## config.mk

```make
export PLATFORM = sky130hd
export DESIGN_NAME = lwe_encrypt_stream
export DESIGN_NICKNAME = d
export VERILOG_FILES = /design/src/rtl/lwe_encrypt_stream.sv
export SDC_FILE = /design/constraint.sdc
export NUM_CORES = 1
export LEC_CHECK = 0
export ABC_AREA = 1
export CAP_MARGIN = 20
export CORE_MARGIN = 4
export CORE_UTILIZATION = 60
export DETAILED_ROUTE_END_ITERATION = 10
export GPL_TIMING_DRIVEN = 0
export PLACE_DENSITY = 0.82
export SETUP_SLACK_MARGIN = 0.4
export SLEW_MARGIN = 20
export SYNTH_ARGS = -nofsm -noshare
export SYNTH_HDL_FRONTEND = slang
export SYNTH_SLANG_ARGS = --single-unit
export TNS_END_PERCENT = 100
```

## constraint.sdc

```tcl
create_clock -name clk -period 3.9 [get_ports clk]
set_input_delay 0.78 -clock clk [delete_from_list [all_inputs] [get_ports clk]]
set_output_delay 0.78 -clock clk [all_outputs]
set_load 0.05 [all_outputs]
```

## src/rtl/lwe_encrypt_stream.sv

```systemverilog
// lwe_encrypt_stream
//   LWE encryption stage. Sums a randomly selected subset of BIG_N public-key
//   rows (DIMENSION+1 entries each, mod q), adds the scaled plaintext
//   m*(q/p) to entry 0, then streams the ciphertext out PARALLEL entries per
//   cycle. The chunk index on row feeds the decrypt stage's row input directly.
//
//   Optional build macro: LWE_ENCRYPT_NOISE_EN
//     When defined, a noise input (value < q) is latched with start and also
//     added to entry 0 during ENCODE.
//
//   Ports
//     clk, rst_n        clock, synchronous active-low reset
//     start, plaintext  begin an encryption (IDLE only); plaintext latched mod p
//     noise             (LWE_ENCRYPT_NOISE_EN only) error term, latched with start
//     pk_valid/pk_ready public-key chunk handshake; pk_ready high in ACCUM
//     pk_entry          PARALLEL lanes, lane k = entry chunk*PARALLEL+k
//     pk_select         include bit for the current row, sampled at chunk 0
//     ct_valid/ct_ready ciphertext chunk handshake
//     ct_entry, row     ciphertext chunk and its chunk index
//     busy, done        non-IDLE flag, one-cycle completion pulse
//
//   state  | meaning
//   IDLE   | waiting for start
//   ACCUM  | consuming public-key chunks, summing selected rows
//   ENCODE | one cycle: fold m*(q/p) (and noise) into entry 0
//   EMIT   | streaming ciphertext chunks to the decrypt stage
module lwe_encrypt_stream #(
  parameter int PLAINTEXT_MODULUS  = 64,
  parameter int PLAINTEXT_WIDTH    = 8,
  parameter int CIPHERTEXT_MODULUS = 1024,
  parameter int CIPHERTEXT_WIDTH   = 16,
  parameter int DIMENSION          = 3,
  parameter int BIG_N              = 30,
  parameter int PARALLEL           = 2,
  localparam int CHUNKS            = (DIMENSION + 1) / PARALLEL,
  localparam int ROW_W             = (CHUNKS > 1) ? $clog2(CHUNKS) : 1
) (
  input  logic                                 clk,
  input  logic                                 rst_n,
  input  logic                                 start,
  input  logic [PLAINTEXT_WIDTH-1:0]           plaintext,
`ifdef LWE_ENCRYPT_NOISE_EN
  input  logic [CIPHERTEXT_WIDTH-1:0]          noise,
`endif
  input  logic                                 pk_valid,
  output logic                                 pk_ready,
  input  logic [PARALLEL*CIPHERTEXT_WIDTH-1:0] pk_entry,
  input  logic                                 pk_select,
  output logic                                 ct_valid,
  input  logic                                 ct_ready,
  output logic [PARALLEL*CIPHERTEXT_WIDTH-1:0] ct_entry,
  output logic [ROW_W-1:0]                     row,
  output logic                                 busy,
  output logic                                 done
);

  localparam int ENTRIES = DIMENSION + 1;
  localparam int W       = CIPHERTEXT_WIDTH;
  localparam int WE      = W + 1;
  localparam int PW      = PLAINTEXT_WIDTH;
  localparam int RCNT_W  = (BIG_N > 1) ? $clog2(BIG_N) : 1;

  localparam logic [WE-1:0] Q_EXT = WE'(CIPHERTEXT_MODULUS);
  localparam logic [W-1:0]  DELTA = W'(CIPHERTEXT_MODULUS / PLAINTEXT_MODULUS);

  typedef enum logic [1:0] {IDLE, ACCUM, ENCODE, EMIT} state_t;

  state_t              state;
  logic [W-1:0]        acc [ENTRIES];
  logic [ROW_W-1:0]    chunk_cnt;
  logic [RCNT_W-1:0]   row_cnt;
  logic                sel_q;
  logic [PW-1:0]       m_q;
`ifdef LWE_ENCRYPT_NOISE_EN
  logic [W-1:0]        noise_q;
`endif

  logic                          sel_now;
  logic [W-1:0]                  m_delta;
  logic [W-1:0]                  enc0;
  logic [ROW_W-1:0]              next_row;
  logic [PARALLEL*W-1:0]         chunk0_enc;
  logic [PARALLEL*W-1:0]         next_chunk;

  // Operands are both < q, so one conditional subtract is enough.
  function automatic logic [W-1:0] mod_add(input logic [W-1:0] a, input logic [W-1:0] b);
    logic [WE-1:0] s;
    s = {1'b0, a} + {1'b0, b};
    if (s >= Q_EXT) s = s - Q_EXT;
    return s[W-1:0];
  endfunction

  // The include bit is taken live on chunk 0 and held for the rest of the row.
  assign sel_now  = (chunk_cnt == '0) ? pk_select : sel_q;
  // m < p, so m*(q/p) < q and needs no reduction.
  assign m_delta  = W'(m_q) * DELTA;
  assign next_row = row + 1'b1;

`ifdef LWE_ENCRYPT_NOISE_EN
  assign enc0 = mod_add(mod_add(acc[0], m_delta), noise_q);
`else
  assign enc0 = mod_add(acc[0], m_delta);
`endif

  always_comb begin
    chunk0_enc = '0;
    next_chunk = '0;
    for (int k = 0; k < PARALLEL; k++) begin
      chunk0_enc[k*W +: W] = (k == 0) ? enc0 : acc[k];
    end
    for (int c = 0; c < CHUNKS; c++) begin
      if (next_row == ROW_W'(c)) begin
        for (int k = 0; k < PARALLEL; k++) begin
          next_chunk[k*W +: W] = acc[c*PARALLEL + k];
        end
      end
    end
  end

  always_ff @(posedge clk) begin
    if (!rst_n) begin
      state     <= IDLE;
      for (int i = 0; i < ENTRIES; i++) acc[i] <= '0;
      chunk_cnt <= '0;
      row_cnt   <= '0;
      sel_q     <= 1'b0;
      m_q       <= '0;
`ifdef LWE_ENCRYPT_NOISE_EN
      noise_q   <= '0;
`endif
      pk_ready  <= 1'b0;
      ct_valid  <= 1'b0;
      ct_entry  <= '0;
      row       <= '0;
      busy      <= 1'b0;
      done      <= 1'b0;
    end else begin
      done <= 1'b0;
      case (state)
        IDLE: begin
          if (start) begin
            for (int i = 0; i < ENTRIES; i++) acc[i] <= '0;
            chunk_cnt <= '0;
            row_cnt   <= '0;
            row       <= '0;
            m_q       <= PW'(32'(plaintext) % 32'(PLAINTEXT_MODULUS));
`ifdef LWE_ENCRYPT_NOISE_EN
            noise_q   <= noise;
`endif
            pk_ready  <= 1'b1;
            busy      <= 1'b1;
            state     <= ACCUM;
          end
        end

        ACCUM: begin
          if (pk_valid) begin
            if (chunk_cnt == '0) sel_q <= pk_select;
            for (int c = 0; c < CHUNKS; c++) begin
              for (int k = 0; k < PARALLEL; k++) begin
                if (sel_now && chunk_cnt == ROW_W'(c)) begin
                  acc[c*PARALLEL + k] <= mod_add(acc[c*PARALLEL + k], pk_entry[k*W +: W]);
                end
              end
            end
            if (chunk_cnt == ROW_W'(CHUNKS - 1)) begin
              chunk_cnt <= '0;
              if (row_cnt == RCNT_W'(BIG_N - 1)) begin
                pk_ready <= 1'b0;
                state    <= ENCODE;
              end else begin
                row_cnt <= row_cnt + 1'b1;
              end
            end else begin
              chunk_cnt <= chunk_cnt + 1'b1;
            end
          end
        end

        ENCODE: begin
          acc[0]   <= enc0;
          ct_entry <= chunk0_enc;
          row      <= '0;
          ct_valid <= 1'b1;
          state    <= EMIT;
        end

        EMIT: begin
          if (ct_ready) begin
            if (row == ROW_W'(CHUNKS - 1)) begin
              ct_valid <= 1'b0;
              done     <= 1'b1;
              busy     <= 1'b0;
              row      <= '0;
              state    <= IDLE;
            end else begin
              row      <= next_row;
              ct_entry <= next_chunk;
            end
          end
        end

        default: state <= IDLE;
      endcase
    end
  end

endmodule
```

# [Word level (Yosys, flattened, before mapping)]
# Memory sizes are Yosys's and may differ from the RTL's.
# Index checks and enable logic that the tools add are counted.
[totals] regBits=52 in_bits=46 n_memories=1 ram_bits=64 mem_bits_ro=0 latch_bits=0
[mem_list] memory="acc" depth=4 word_bits=16 read_ports=4 rd_clocked_by_memory_dff=0 wr=4 line_no="69" source="logic [W-1:0] acc [ENTRIES];"
[classes] n_reduce_logical=18 mux=82 mul=0 eq_ne=12 shifts=0 n_addsub=13 n_bitwise=10 n_lt_le_gt_ge=5 n_div=0
[ops] cell="2-to-1 mux 16 bit" count=30
[ops] cell="2-to-1 mux 32 bit" count=3
[ops] cell=">= comparator 17 x 11 -> 1 bit, second input constant" count=5
[ops] cell="subtractor 16 x 11 -> 16 bit, second input constant" count=5
[ops] cell="adder 16 x 16 -> 17 bit" count=4
[ops] cell="one-hot mux 32 bit (2 select lines)" count=1
[ops] cell="2-to-1 mux 1 bit" count=31
[ops] cell="2-to-1 mux 5 bit" count=4
[ops] cell="adder 16 x 10 -> 17 bit" count=1
[ops] cell="!= test 2 bit, second input constant" count=8
[ops] cell="AND reduction 3 bit" count=5
[ops] cell="2-to-1 mux 2 bit" count=6
[ops] cell="one-hot mux 5 bit (2 select lines)" count=1
[ops] cell="AND reduction 5 bit" count=2
[ops] cell="OR 1 bit" count=9
[ops] cell="one-hot mux 1 bit (2 select lines)" count=4
[ops] cell="one-hot mux 2 bit (4 select lines)" count=1
[ops] cell="AND reduction 6 bit" count=1
[ops] cell="nonzero test 2 bit" count=3
[ops] cell="adder 5 x 1 -> 5 bit, second input constant" count=1
[ops] cell="== test 5 bit, second input constant" count=1
[ops] cell="== test 2 bit, second input constant" count=2
[ops] cell="AND reduction 2 bit" count=2
[ops] cell="AND reduction 4 bit" count=1
[ops] cell="7 further kinds" count=9

# [Depth between registers and ports, before layout]
# Gate-level depths: netlist of the first run.
# An unclocked memory read counts as a cell.
[logic_depth] word_depth=10 mapped_depth=23 depth_no_buf=23

# [Worst setup path before layout of the first run]
# Ideal clock, no wire load.
[synth_path] path_kind="input to register" start="input pk_entry[16]" end="memory acc[1][10] (netlist bit) (data pin)" setup_time_ps=257 path_stages=18 arrival_ps=2632 path_slack_ps=1011 cell_sequence="ha_1 > inv_1 > fa_1 > inv_1 > nand3_1 > nand3_1 > nand2_1 > nand2_2 > inv_1 > ha_1 > nand4_1 > nor2_1 > nand3_1 > nor2_1 > nor2_1 > nand3_2 > nand2_1 > nor2_1"
[synth_rtl] item="start: declaration" line_no="47" source="input logic [PARALLEL*CIPHERTEXT_WIDTH-1:0] pk_entry,"
[synth_rtl] item="end: declaration" line_no="69"

==> summary.txt, run 1 <==
OUTCOME
---------------------------------------------------------------------------------
Outcome ............................................................ finished, final reports clean

SYNTHESIS
---------------------------------------------------------------------------------
Share of synthesized flip-flops with an asynchronous set or reset ..            0
Library cell with the largest summed area after synthesis .......... sky130_fd_sc_hd__nand2_1
Fraction of the yosys area taken by sequential cells ...............       0.2840
Mean post-synth cell area ..........................................   6.714 um^2
Number of nets produced by synthesis ...............................         1604
Synth Flop Type .................................................... sky130_fd_sc_hd__dfxtp_1
Count of unique library cells instantiated by Yosys ................           58
Cell area after synthesis ..........................................    9869 um^2
Count of flip-flops with a built-in enable after synthesis .........           48
Number of cells produced by synthesis ..............................         1470
Number of flip-flops and latches in the synthesized netlist ........          116
Cells taking the most area after synthesis ......................... sky130_fd_sc_hd__nand2_1, sky130_fd_sc_hd__edfxtp_1, sky130_fd_sc_hd__dfxtp_1
Yosys top cell area share ..........................................       0.1742
Number of synthesis warnings .......................................            0

FLOORPLAN
---------------------------------------------------------------------------------
Floorplan die height ...............................................     136.3 um
Horizontal extent of the die .......................................     136.3 um
Area of the die ....................................................   18570 um^2
Effective utilization at floorplan .................................       0.6168
I/O pin count ......................................................           83
Total number of placement rows .....................................           46
Placeable core region ..............................................   16000 um^2

POWER
---------------------------------------------------------------------------------
Static power due to leakage ........................................     5.647 nW
Worst-case vdd ir drop .............................................     296.8 uV
Overall power consumption ..........................................   0.007150 W
Pwr dens ........................................................... 612.3 nW/um^2

CELLS AND AREA
---------------------------------------------------------------------------------
Design Area, Final .................................................   11680 um^2
Ratio of cells with drive above 1 in the final layout ..............      0.08265
Number of antenna cells inserted ...................................            0
Synthesis-to-layout area growth ....................................       18.32%
Number of nets in the finished design ..............................         1706
Most common cell after layout, fill and taps aside ................. sky130_fd_sc_hd__nand2_1
# fillers ..........................................................         1318
Most frequent cells in the layout .................................. sky130_fd_sc_hd__nand2_1, sky130_fd_sc_hd__inv_1, sky130_fd_sc_hd__nor2_1

TIMING
---------------------------------------------------------------------------------
Final Hold Violating Endpoints .....................................            0
Final count of pins violating max slew .............................            0
Period utilization .................................................       0.8569
Final setup viols ..................................................            0
FMAX ...............................................................    299.2 MHz
Worst max-slew margin expressed relative to the limit ..............       0.4435
Crit path time final ...............................................     3.342 ns
Worst Skew .........................................................   0.01159 ns
Unrepaired setup endpoints after global routing ....................        false
Transition at the pin with the smallest max-transition slack .......    0.8324 ns
Final-layout setup total negative slack ............................         0 ns

GLOBAL ROUTING
---------------------------------------------------------------------------------
Wire length of the first global-routing pass .......................     48.45 mm
GR Layer Usage met3 ................................................      0.07217
GRT Util Overall ...................................................       0.3363
Met1 routing resource usage after global routing ...................       0.4208
Largest net degree at the start of global routing ..................           17
Initial antenna violation count ....................................            0
Global routing usage on met2 .......................................       0.5506
Vias in the first global route .....................................         9766
Layer with the highest usage .......................................         met2
Congestion Overflow GR .............................................            0

ROUTING
---------------------------------------------------------------------------------
Detail-routed via count per cell ...................................        5.890
Wirelength, routed .................................................     31.47 mm
Number of DRC markers in iteration 0 ...............................         1161
Number of nets with antenna violations after routing ...............            0
Vias after detailed routing ........................................       10.61k
Routed length per instance .........................................     17.47 um
# DRC ..............................................................            0
Number of detailed-route iterations in the first pass ..............            8

SETUP PATH
---------------------------------------------------------------------------------
Slowest cell on the critical path .................................. sky130_fd_sc_hd__clkdlybuf4s50_1
Crit path DAT ......................................................      3.62 ns
Sort of element at the end of the critical path ....................     register
Buffering stage count on the worst path with inverters included ....            1
CP cell instances .................................................. clkdlybuf4s50_1 -> ha_1 -> a21oi_2 -> o21ai_4 -> nand3_1 -> nand3_2 -> xor2_2 -> ha_1 -> nand4_1 -> nor2_1 -> nand3_1 -> nor2_2 -> nor2_1 -> nand3_2 -> nand2_1 -> nor2_1
Startpoint type of the worst setup path ............................ primary input
Required time of the worst setup path ..............................      4.18 ns
Largest incremental delay on the critical path .....................      0.48 ns
CP delay by family, top ............................................ simple AND/OR/NAND/NOR gates
CP most frequent cell .............................................. sky130_fd_sc_hd__nor2_1
Class of the most critical setup path .............................. primary input to register
Highest fanout seen on the critical path ...........................            5

PLACE
---------------------------------------------------------------------------------
Total of buffers placed on input and output ports ..................           80
Final Wtd Congestion ...............................................       0.9712
Final HPWL from detailed placement .................................     24.56 mm
Post-place instance area ...........................................   10940 um^2

CLOCKING
---------------------------------------------------------------------------------
CTS hold repair buffers ............................................            0
TritonCTS clock tree ...............................................         done
Source-to-sink clock delay at the later pin of the worst-skew pair .      0.43 ns
Clock Tree Root .................................................... sky130_fd_sc_hd__clkbuf_16
CTS H-tree lvls ....................................................            4
Max clock buf depth ................................................            2
Number of CTS-inserted buffers .....................................           17
Clock-pin slew on the worst setup and hold paths ...................      0.06 ns
Clock sink count ...................................................          116

MIN PATH
---------------------------------------------------------------------------------
Worst Hold Class ................................................... register to register

RUN
---------------------------------------------------------------------------------
Number of max-cap violations .......................................            0

-- power breakdown --
group          internal, W  leakage (nW)  switching [W]  total (W)
clock             0.000926         0.290       0.000610    0.00154
combinational      0.00122          4.28        0.00251    0.00373
sequential         0.00160          1.08       0.000281    0.00188
-- area by class of cell --
| type | count | area [um^2] | share of cell area |
|---|---|---|---|
| flip-flops and latches | 116 | 2803 | 0.2400 |
| clock buffers | 22 | 508.0 | 0.04350 |
| inverters | 183 | 686.9 | 0.05882 |
| clock inverters | 10 | 67.56 | 0.005786 |
| repair buffers | 83 | 843.3 | 0.07222 |
| well taps | 216 | 270.3 | 0.02314 |
| plain buffers | 26 | 105.1 | 0.009000 |
| multi-input cells | 1145 | 6394 | 0.5475 |
-- Yosys cell counts, types with 3 or more instances --
cell type,n
sky130_fd_sc_hd__clkbuf_1,20
sky130_fd_sc_hd__a211oi_1,7
sky130_fd_sc_hd__nor3_1,10
sky130_fd_sc_hd__o21bai_1,4
sky130_fd_sc_hd__edfxtp_1,48
sky130_fd_sc_hd__o21ai_1,3
sky130_fd_sc_hd__fa_1,5
sky130_fd_sc_hd__nand4_1,23
sky130_fd_sc_hd__ha_1,83
sky130_fd_sc_hd__a21o_1,4
sky130_fd_sc_hd__nor3_2,3
sky130_fd_sc_hd__xnor2_1,15
sky130_fd_sc_hd__dfxtp_1,68
sky130_fd_sc_hd__nor3b_1,5
sky130_fd_sc_hd__nand2_1,458
sky130_fd_sc_hd__nand3b_1,12
sky130_fd_sc_hd__xor2_2,3
sky130_fd_sc_hd__nor2_2,8
sky130_fd_sc_hd__a221oi_1,8
sky130_fd_sc_hd__a31oi_1,22
sky130_fd_sc_hd__buf_2,3
sky130_fd_sc_hd__nor2_1,122
sky130_fd_sc_hd__a21oi_2,9
sky130_fd_sc_hd__and2_1,3
sky130_fd_sc_hd__nand3_2,7
sky130_fd_sc_hd__nand2_2,21
sky130_fd_sc_hd__a22o_1,5
sky130_fd_sc_hd__inv_1,173
sky130_fd_sc_hd__inv_2,8
sky130_fd_sc_hd__a21oi_1,85
sky130_fd_sc_hd__nand3_1,118
sky130_fd_sc_hd__o21ai_2,3
sky130_fd_sc_hd__xor2_1,6
sky130_fd_sc_hd__o21ai_0,66
-- registers in the layout (all words and copies together), names as in the netlist --
register / flops
ct_valid: 1
row: 1
chunk_cnt: 1
sel_q: 1
state: 2
ct_entry: 32
pk_ready: 1
busy: 1
m_q: 6
row_cnt: 5
done: 1
acc: 64
-- timing repair --
item,in CTS,in global routing
setup endpoints to repair,0,35
gates resized for setup,0,29
buffers inserted,0,3
-- layer usage --
layer | part of all wire | up-vias
li1 | - | 5105
met2 | 0.45 | 581
met1 | 0.40 | 4811
met5 | 0 | -
met3 | 0.10 | 111
met4 | 0.048 | 0
-- tightest hold or removal path: cells and delay by family (launching register included) --
family	cells	cell delay (ns)
AO/OA/AOI/OAI	2	0.12
flip-flops	1	0.30
-- per-stage QoR --
step                  util  cells  hold slack [ns]  setup WS [ns]
global placement    0.6838   1766           0.4580        0.01448
global route        0.7298   1801           0.4980         0.3891
floorplan                -   1470           0.4443          1.011
detailed placement  0.6838   1766           0.4660        0.01086
finish              0.7298   1801           0.4733         0.5580
CTS                 0.7197   1798           0.4738         0.4144
-- worst paths after layout --
kind / start / to / slack, ns / depth (start not counted)
max: pk_entry[18] / acc[1][10] / 0.56 / 16
min: busy / busy / 0.47 / 2
min reg2reg: busy / busy / 0.47 / 2
max reg2reg: acc[0][4] / acc[3][14] / 0.58 / 18
-- kinds of logic after synthesis --
kind of cell             count (synthesis)  share of synthesized area
flip-flops                             116                     0.2840
AO/OA/AOI/OAI                          229                     0.1374
XOR/XNOR                                26                    0.02802
buffers and inverters                  209                    0.08025
adder cells (fa/ha/maj)                 88                     0.1154
AND/OR/NAND/NOR                        802                     0.3550
Power figures use the tool's default switching activity.
==> inputs of run 2 (changes only) <==
Settings changed: GPL_ROUTABILITY_DRIVEN set to 0.
==> run 2 against run 1 <==
Compared with the run above:
- global-route usage fell by 0.74 points
- sequential power barely moved
- sequential cell count unchanged
- sequential share of layout area increased by 0.085 points
- die area unchanged
- routed wire length down 3.6%
- clock power hardly changed
- critical path depth grew 2
- power shrank 1.0%
- cell area shrank 0.35%
- register-to-register slack is essentially flat
- critical path type unchanged
==> summary.txt, run 2 (synthesized netlist as in run 1, its figures left out) <==
SETUP PATH
---------------------------------------------------------------------------------
Largest incremental delay on the critical path .....................      0.54 ns   was 0.48 ns
Path depth of the worst reg2reg path ...............................           20   was 18
Sort of element at the end of the critical path ....................     register   unchanged
Startpoint type of the worst setup path ............................ primary input   unchanged
Buffering stage count on the worst path with inverters included ....            4   was 1
Slowest cell on the critical path .................................. sky130_fd_sc_hd__clkdlybuf4s50_1   unchanged
CP cell instances .................................................. clkdlybuf4s50_1 -> ha_1 -> inv_1 -> fa_2 -> inv_1 -> nand3_1 -> nand4_1 -> nand2_2 -> inv_2 -> ha_1 -> nand4_1 -> nor2_1 -> nand3_1 -> nor2_1 -> nor2_1 -> nand3_2 -> nand2_1 -> nor2_1   was clkdlybuf4s50_1 -> ha_1 -> a21oi_2 -> o21ai_4 -> nand3_1 -> nand3_2 -> xor2_2 -> ha_1 -> nand4_1 -> nor2_1 -> nand3_1 -> nor2_2 -> nor2_1 -> nand3_2 -> nand2_1 -> nor2_1
Worst flop-to-flop path startpoint .................................    acc[0][4]   unchanged
Number of cells on the critical path ...............................           18   was 16
Required time of the worst setup path ..............................      4.16 ns   was 4.18 ns
Highest fanout seen on the critical path ...........................            5   unchanged
Endpoint of the worst register-to-register path ....................   acc[3][15]   was acc[3][14]
Worst reg-to-reg setup slack .......................................      0.57 ns   was 0.58 ns
Class of the most critical setup path .............................. primary input to register   unchanged
Crit path DAT ......................................................      3.67 ns   was 3.62 ns
CP most frequent cell .............................................. sky130_fd_sc_hd__nor2_1   unchanged
CP delay by family, top ............................................ simple AND/OR/NAND/NOR gates   unchanged

FLOORPLAN
---------------------------------------------------------------------------------
I/O pin count ......................................................           83   unchanged
Total number of placement rows .....................................           46   unchanged
Area of the die ....................................................   18570 um^2   unchanged
Effective utilization at floorplan .................................       0.6168   unchanged
Horizontal extent of the die .......................................     136.3 um   unchanged
Floorplan die height ...............................................     136.3 um   unchanged
Placeable core region ..............................................   16000 um^2   unchanged

GLOBAL ROUTING
---------------------------------------------------------------------------------
Initial antenna violation count ....................................            0   unchanged
Largest net degree at the start of global routing ..................           17   unchanged
Congestion Overflow GR .............................................            0   unchanged
Vias in the first global route .....................................         9752   was 9766
GRT Util Overall ...................................................       0.3289   was 0.3363
Wire length of the first global-routing pass .......................     48.24 mm   was 48.45 mm

PLACE
---------------------------------------------------------------------------------
Final HPWL from detailed placement .................................     24.08 mm   was 24.56 mm
Total of buffers placed on input and output ports ..................           80   unchanged

ROUTING
---------------------------------------------------------------------------------
# DRC ..............................................................            0   unchanged
Number of nets with antenna violations after routing ...............            0   unchanged
Number of DRC markers in iteration 0 ...............................         1128   was 1161
Routed length per instance .........................................     16.85 um   was 17.47 um
Wirelength, routed .................................................     30.32 mm   was 31.47 mm
Number of detailed-route iterations in the first pass ..............            5   was 8
Detail-routed via count per cell ...................................        5.795   was 5.890
Vias after detailed routing ........................................       10.43k   was 10.61k

TIMING
---------------------------------------------------------------------------------
Transition at the pin with the smallest max-transition slack .......    0.8431 ns   was 0.8324 ns
FMAX ...............................................................    293.5 MHz   was 299.2 MHz
Final Hold Violating Endpoints .....................................            0   unchanged
Period utilization .................................................       0.8736   was 0.8569
Final setup viols ..................................................            0   unchanged
Worst max-slew margin expressed relative to the limit ..............       0.4359   was 0.4435
Final-layout setup total negative slack ............................         0 ns   unchanged
Unrepaired setup endpoints after global routing ....................         true   was false
Worst Skew .........................................................  0.007011 ns   was 0.01159 ns
Crit path time final ...............................................     3.407 ns   was 3.342 ns
Final count of pins violating max slew .............................            0   unchanged

CELLS AND AREA
---------------------------------------------------------------------------------
Most common cell after layout, fill and taps aside ................. sky130_fd_sc_hd__nand2_1   unchanged
Registers with the most flip-flops ................................. acc x64, ct_entry x32, m_q x6   unchanged
Final core occ .....................................................       0.7272   was 0.7298
Most frequent cells in the layout .................................. sky130_fd_sc_hd__nand2_1, sky130_fd_sc_hd__inv_1, sky130_fd_sc_hd__nor2_1   unchanged
Synthesis-to-layout area growth ....................................       17.90%   was 18.32%
Ratio of cells with drive above 1 in the final layout ..............      0.07833   was 0.08265
Number of nets in the finished design ..............................         1704   was 1706
Number of antenna cells inserted ...................................            0   unchanged
Max FFs per register ...............................................           64   unchanged
Most flop-heavy register ...........................................          acc   unchanged

CLOCKING
---------------------------------------------------------------------------------
Source-to-sink clock delay at the later pin of the worst-skew pair .      0.42 ns   was 0.43 ns
Number of CTS-inserted buffers .....................................           17   unchanged
Max clock buf depth ................................................            2   unchanged
TritonCTS clock tree ...............................................         done   unchanged
Clock sink count ...................................................          116   unchanged
CTS H-tree lvls ....................................................            4   unchanged
Clock-pin slew on the worst setup and hold paths ...................      0.05 ns   was 0.06 ns
Clock Tree Root .................................................... sky130_fd_sc_hd__clkbuf_16   unchanged

MIN PATH
---------------------------------------------------------------------------------
Worst hold path cell count .........................................            2   unchanged
Worst min-delay path endpoint ......................................     pk_ready   was busy
Worst Hold Class ................................................... register to register   unchanged
Critical hold path startpoint ......................................     pk_ready   was busy

RUN
---------------------------------------------------------------------------------
Number of max-cap violations .......................................            0   unchanged

POWER
---------------------------------------------------------------------------------
Static power due to leakage ........................................     5.546 nW   was 5.647 nW
Pwr dens ........................................................... 608.3 nW/um^2   was 612.3 nW/um^2
Worst-case vdd ir drop .............................................     322.3 uV   was 296.8 uV

OUTCOME
---------------------------------------------------------------------------------
Outcome ............................................................ finished, final reports clean   unchanged

-- run 2: cell types whose count changed in the layout (fill, tap and decap cells not counted), sizes merged --
cell,before,now
clkinvlp,0,5
clkinv,10,9
bufinv,0,2
buf,9,7
dlymetal6s2s,8,1
inv,183,181
clkbuf,42,38
clkdlybuf4s50,72,79
-- run 2: cell type report --
type                            count  area [um^2]
Buffer                             26        105.1
Clock buffer                       18        429.2
Clock inverter                     14        138.9
Fill cell                        1349         4364
Inverter                          183        686.9
Multi-Input combinational cell   1145         6392
Sequential cell                   116         2803
Tap cell                          216        270.3
Timing Repair Buffer               81        810.8
-- run 2: what timing repair did --
item,in CTS,in global routing
buffers inserted,0,1
setup endpoints to repair,1,17
resized for setup,1,19
pin swaps,0,0
hold buffers,0,0
-- run 2: worst max path at each step --
stage                             to  slack [ns]         start
after floorplan           acc[1][10]        1.01  pk_entry[16]
after global placement    acc[2][11]        0.04   pk_entry[0]
after detailed placement  acc[1][10]       0.005  pk_entry[16]
after CTS                 acc[3][15]        0.45     acc[0][4]
after global routing      acc[3][15]        0.36     acc[0][4]
final                     acc[1][10]        0.49  pk_entry[16]
-- run 2: tightest hold or removal path, stage by stage (launching register included) --
cell and delay, ns:
sky130_fd_sc_hd__dfxtp_1 0.30, sky130_fd_sc_hd__o21ai_0 0.07, sky130_fd_sc_hd__a21oi_1 0.06
-- run 2: where the power goes --
group	internal, W	leakage, nW	switching (W)
clock	0.000931	0.258	0.000582
combinational	0.00121	4.21	0.00247
sequential	0.00160	1.08	0.000283
-- run 2: layer usage --
metal	vias to the layer above	part of all wire	wire length (um)	global-route usage
met3	72	0.10	3058	0.05477
met5	-	0	0	0
li1	5090	-	-	-
met1	4707	0.40	12230	0.4260
met2	557	0.46	14010	0.5484
met4	0	0.034	1018	0.1288
-- run 2: per-stage QoR --
step / power [W] / std cells / setup slack, ns / hold slack, ns / area, um^2
after global routing: 0.007513 / 1799 / 0.3620 / 0.4939 / 11640
after floorplan: 0.004421 / 1470 / 1.011 / 0.4443 / 9869
after detailed placement: 0.005440 / 1766 / 0.004896 / 0.4686 / 10940
after global placement: 0.005352 / 1766 / 0.04400 / 0.4591 / 10940
after CTS: 0.006976 / 1798 / 0.4468 / 0.4836 / 11510
final: 0.007078 / 1799 / 0.4931 / 0.4840 / 11640
==> inputs of run 3 (changes only) <==
Settings changed: CAP_MARGIN 20 to unset.
==> results of run 3 <==
Final layout, timing and power as in run 2 (identical DEF).
